File: src/rtl/event_timestamper_v2.sv
// Event timestamper: start/end handshakes stamped from a free-running counter,
// closed, orphaned and timed-out intervals are queued as records in an output FIFO.
module event_timestamper_v2 #(
    parameter int ID_W       = 3,
    parameter int TS_W       = 16,
    parameter int FIFO_DEPTH = 4,
    parameter int TIMEOUT    = 0
) (
    input  logic            clk,
    input  logic            rst_n,
    input  logic            start_valid,
    output logic            start_ready,
    input  logic [ID_W-1:0] start_id,
    input  logic            end_valid,
    output logic            end_ready,
    input  logic [ID_W-1:0] end_id,
    output logic            out_valid,
    input  logic            out_ready,
    output logic [ID_W-1:0] out_id,
    output logic [TS_W-1:0] out_start_ts,
    output logic [TS_W-1:0] out_end_ts,
    output logic [TS_W-1:0] out_delta,
    output logic [1:0]      out_status,
    output logic            err_dup_start
);

    localparam int N     = 1 << ID_W;
    localparam int AW    = (FIFO_DEPTH > 1) ? $clog2(FIFO_DEPTH) : 1;
    localparam int REC_W = ID_W + 3 * TS_W + 2;

    localparam logic [TS_W-1:0] TMO  = TS_W'(TIMEOUT);
    localparam logic [AW:0]     FULL = (AW + 1)'(FIFO_DEPTH);

    localparam logic [1:0] ST_OK  = 2'b00;
    localparam logic [1:0] ST_NOS = 2'b01;
    localparam logic [1:0] ST_TMO = 2'b10;

    logic [TS_W-1:0]  cnt_q;
    logic [N-1:0]     active_q;
    logic [TS_W-1:0]  start_ts_q [N];
    logic [ID_W-1:0]  swp_q;
    logic             ready_q;
    logic             dup_q;
    logic [REC_W-1:0] mem_q [FIFO_DEPTH];
    logic [AW-1:0]    wr_ptr_q;
    logic [AW-1:0]    rd_ptr_q;
    logic [AW:0]      count_q;

    logic             start_fire;
    logic             end_fire;
    logic             full;
    logic             pop;
    logic             push;
    logic             end_active;
    logic [TS_W-1:0]  end_start_ts;
    logic [TS_W-1:0]  swp_start_ts;
    logic [TS_W-1:0]  swp_age;
    logic             swp_hit;
    logic             tmo_push;
    logic             swp_hold;
    logic             dup;
    logic [REC_W-1:0] rec;

    assign full        = (count_q == FULL);
    assign start_ready = ready_q;
    assign end_ready   = ready_q & ~full;
    assign out_valid   = (count_q != '0);
    assign start_fire  = start_valid & ready_q;
    assign end_fire    = end_valid & end_ready;
    assign pop         = out_valid & out_ready;

    assign end_active   = active_q[end_id];
    assign end_start_ts = start_ts_q[end_id];
    assign swp_start_ts = start_ts_q[swp_q];
    assign swp_age      = cnt_q - swp_start_ts;

    // A start landing on the swept ID restarts it, so it never times out here.
    assign swp_hit  = (TIMEOUT != 0)
                    & active_q[swp_q]
                    & (swp_age >= TMO)
                    & ~(start_fire & (start_id == swp_q));
    assign tmo_push = swp_hit & ~end_fire & ~full;
    assign swp_hold = swp_hit & ~tmo_push;
    assign push     = end_fire | tmo_push;

    // A same-cycle end on the same ID closes the entry, so no duplicate.
    assign dup = start_fire
               & active_q[start_id]
               & ~(end_fire & (end_id == start_id));

    always_comb begin
        rec = '0;
        unique case (1'b1)
            end_fire & end_active: begin
                rec = {end_id, end_start_ts, cnt_q,
                       cnt_q - end_start_ts, ST_OK};
            end
            end_fire & ~end_active: begin
                rec = {end_id, TS_W'(0), cnt_q,
                       TS_W'(0), ST_NOS};
            end
            tmo_push: begin
                rec = {swp_q, swp_start_ts, cnt_q,
                       swp_age, ST_TMO};
            end
            default: rec = '0;
        endcase
    end

    assign {out_id, out_start_ts, out_end_ts,
            out_delta, out_status} = mem_q[rd_ptr_q];

    assign err_dup_start = dup_q;

    always_ff @(posedge clk or negedge rst_n) begin
        if (!rst_n) begin
            cnt_q    <= '0;
            active_q <= '0;
            swp_q    <= '0;
            ready_q  <= 1'b0;
            dup_q    <= 1'b0;
            for (int i = 0; i < N; i++) begin
                start_ts_q[i] <= '0;
            end
        end else begin
            cnt_q   <= cnt_q + 1'b1;
            ready_q <= 1'b1;
            dup_q   <= dup;
            if (tmo_push) begin
                active_q[swp_q] <= 1'b0;
            end
            if (end_fire) begin
                active_q[end_id] <= 1'b0;
            end
            if (start_fire) begin
                active_q[start_id]   <= 1'b1;
                start_ts_q[start_id] <= cnt_q;
            end
            if (!swp_hold) begin
                swp_q <= swp_q + 1'b1;
            end
        end
    end

    always_ff @(posedge clk or negedge rst_n) begin
        if (!rst_n) begin
            wr_ptr_q <= '0;
            rd_ptr_q <= '0;
            count_q  <= '0;
            for (int i = 0; i < FIFO_DEPTH; i++) begin
                mem_q[i] <= '0;
            end
        end else begin
            if (push) begin
                mem_q[wr_ptr_q] <= rec;
                wr_ptr_q        <= wr_ptr_q + 1'b1;
            end
            if (pop) begin
                rd_ptr_q <= rd_ptr_q + 1'b1;
            end
            unique case ({push, pop})
                2'b10:   count_q <= count_q + 1'b1;
                2'b01:   count_q <= count_q - 1'b1;
                default: count_q <= count_q;
            endcase
        end
    end

endmodule

File: config.mk
export PLATFORM = sky130hd
export DESIGN_NAME = event_timestamper_v2
export DESIGN_NICKNAME = d
export VERILOG_FILES = /design/src/rtl/event_timestamper_v2.sv
export SDC_FILE = /design/constraint.sdc
export NUM_CORES = 1
export LEC_CHECK = 0
export ABC_CLOCK_PERIOD_IN_PS = 3490
export BUFFER_PORTS_ARGS = -buffer_cell sky130_fd_sc_hd__buf_2
export CORE_UTILIZATION = 62
export DETAILED_ROUTE_END_ITERATION = 7
export PLACE_DENSITY = 0.8
export SLEW_MARGIN = 20
export SYNTH_ARGS = -nofsm -noshare
export SYNTH_HDL_FRONTEND = slang
export SYNTH_SLANG_ARGS = --single-unit
File: constraint.sdc
create_clock -name clk -period 3.49 [get_ports clk]
set_input_delay 0.349 -clock clk [delete_from_list [all_inputs] [get_ports clk]]
set_output_delay 0.349 -clock clk [all_outputs]
set_load 0.005 [all_outputs]
==> impl_metrics.ini <==
[status]
status = complete, no violations

[worst_setup_path]
critPathBufInv = 2
crit_type = reg -> reg
crit_fanout = 4
worstPathArrival_ns = 3.53
critPathMaxStageDelay_ns = 0.47
cpMostUsedCell = inv_1
cp_cell_sequence = mux4_2 > mux2i_1 > inv_1 > ha_1 > inv_1 > fa_1 > a21o_1 > a21oi_2 > o21ai_0 > a21boi_0 > xnor2_1 > o31ai_1
cp-end-kind = register
crit_family = compound AO/OA/AOI/OAI gates
slowest_stage = mux4_2
cp-start-kind = register
required_ns = 3.86

[global_routing]
grt_pass1_vias = 11311
grt_util_met1 = 0.399
grt_use_met2 = 0.472
track_usage = 0.292
gr-total-overflow = 0
antenna_found_initial = 2
grt_max_degree = 100
grt_pass1_wl_um = 62900
use_met3 = 0.0490
grt_busiest_layer = met2

[job]
maxCapViolations = 0

[synthesis]
synthCells = 1251
syn_nets = 1288
yosysSeqAreaShare = 0.547
synth_most_common_cell = dfrtp_1
synth-seq-cells = 369
yosys.area.top_type = dfrtp_1
synth-edff-count = 0
syn_area_um2 = 16900
synth.avg_cell_area_um2 = 13.5
yosysTopAreaCellShare = 0.547
yosysWarnings = 0
ys.flop_type = dfrtp_1
ys_types = 53
ys_top_cells_by_count = dfrtp_1, mux2_2, nand2_1, mux4_2, o21ai_0
synthArstFlopShare = 1.00
synth.area.top_cells = dfrtp_1, mux2_2, mux4_2

[sta]
setup_tns_ns = 0
setup_violations = 0
rsz0062_at_grt = false
setup_ws_ns = 0.329
fmax_mhz = 316
finalClockSkew_ns = 0.0155
worst_slew_margin_rel = 0.296
layout_min_cycle_time_ns = 3.16
finalHoldViolCount = 0
timing.final.crit_share = 0.906
slew_violations = 0
tightest_slew_ns = 1.05

[clocking]
insertion_delay_ns = 0.52
cts_sinks = 369
numCtsBuffers = 38
cts_resized = 0
htree_num_levels = 2
postCtsHoldBufs = 1
clockBufferDepth = 3
path_clk_slew_ns = 0.06
clockRootBuffer = clkbuf_16
cts_setup_buffers = 0
cts_tree = done

[route]
first_pass_iters = 5
wl_per_cell_um = 23.1
final_antenna_net_count = 0
drt_iter0_markers = 925
via_count = 10788
vias_per_cell = 6.40
drc = 0
routed_wl_um = 38900

[floorplanning]
core-area_um2 = 26800
die_y_um = 167
dieArea_um2 = 27900
die_w_um = 167
io_pins = 68
initial_core_util = 0.630
rows = 60

[cells_and_area]
diodes = 0
syn2layout_area_growth_pct = 12.7
multiInputGateArea_um2 = 7180
fillers = 1755
regArea_um2 = 9240
drive_gt1_frac = 0.351
final_net_count = 1356

[power_and_ir_drop]
ir_worst_vdd_mv = 0.441
powerDensity_nw_per_um2 = 664
p_leak_nw = 8.86

[placed_design]
dp_slack_ns = -0.0123
gp_congestion = 0.901
io_buffers = 66
dp_hpwl_um = 24100

[worst_hold_path]
min_path_type = in -> reg
-- kinds of logic (layout without fill, tap and decap cells) --
kind of cell | count (synthesis) | after routing | share of synthesized area
DFF | 369 | 369 | 0.547
buffers and inverters | 100 | 194 | 0.0287
muxes | 297 | 297 | 0.252
and+or+nand+nor | 216 | 216 | 0.0561
adders and majority gates | 26 | 26 | 0.0201
xor gates and xnor gates | 38 | 38 | 0.0197
AOI/OAI and AO/OA | 203 | 203 | 0.0757
other | 2 | 2 | 0.000445
-- per-stage QoR --
stage / power (mW) / std cells / util / hold slack, ns / instance area, um^2
floorplan: 7.39 / 1251 / - / 0.0534 / 16900
global placement: 8.27 / 1619 / 0.660 / 0.381 / 17700
finish: 12.6 / 1686 / 0.710 / 0.189 / 19000
global route: 13.2 / 1686 / 0.710 / 0.205 / 19000
detailed placement: 8.40 / 1619 / 0.660 / 0.388 / 17700
CTS: 12.7 / 1686 / 0.710 / 0.182 / 19000
-- where the power goes --
group          switching [mW]  internal, mW
Clock                    1.63          2.65
Combinational            1.47          1.46
Sequential              0.441          4.98
Total                    3.54          9.09
-- layout make-up --
class,count,share of cell area
flip-flops and latches,369,0.486
multi-input cells,782,0.378
clock buffers,55,0.0602
repair buffers,117,0.0421
well taps,341,0.0224
clock inverters,11,0.00999
inverters,11,0.00217
-- layer usage --
layer,part of all wire,wire length (um)
met5,0.00033,13
met1,0.41,16100
met2,0.49,19000
met4,0.034,1330
met3,0.062,2420
-- flip-flops by register name (all words and copies together) (netlist names) --
register / count
mem_q: 208
start_ts_q: 128
cnt_q: 16
active_q: 8
count_q: 3
rd_ptr_q: 2
wr_ptr_q: 2
err_dup_start: 1
start_ready: 1
-- cell usage in the layout (no fill, tap or decap), drive strengths merged, types with 15 or more instances in the layout --
cell,instances
nand2,147
nor2,23
xor2,15
dfrtp,369
buf,116
nand3,15
o21ai,97
ha,24
o31ai,39
mux2i,21
a22o,24
a21oi,20
xnor2,23
clkbuf,55
mux2,192
mux4,84
-- final timing paths --
path | startpoint | end | slack [ns] | depth (start not counted)
max in group asynchronous | rst_n | start_ts_q[43] | 2.12 | 3
min in group asynchronous | rst_n | mem_q[64] | 0.42 | 2
worst min-delay path | start_valid | active_q[6] | 0.19 | 3
worst max-delay path | start_ts_q[0] | mem_q[65] | 0.33 | 12
worst max register to register | start_ts_q[0] | mem_q[65] | 0.33 | 12
worst min register to register | mem_q[7] | mem_q[7] | 0.47 | 2
-- worst register-to-register path, cell delays in order (launching register included) --
cell and delay (ns):
dfrtp_1 0.38, mux4_2 0.47, mux2i_1 0.27, inv_1 0.12
ha_1 0.19, inv_1 0.07, fa_1 0.20, a21o_1 0.14
a21oi_2 0.08, o21ai_0 0.40, a21boi_0 0.19, xnor2_1 0.37
o31ai_1 0.13
No activity file was read; power rests on OpenSTA's default activity.
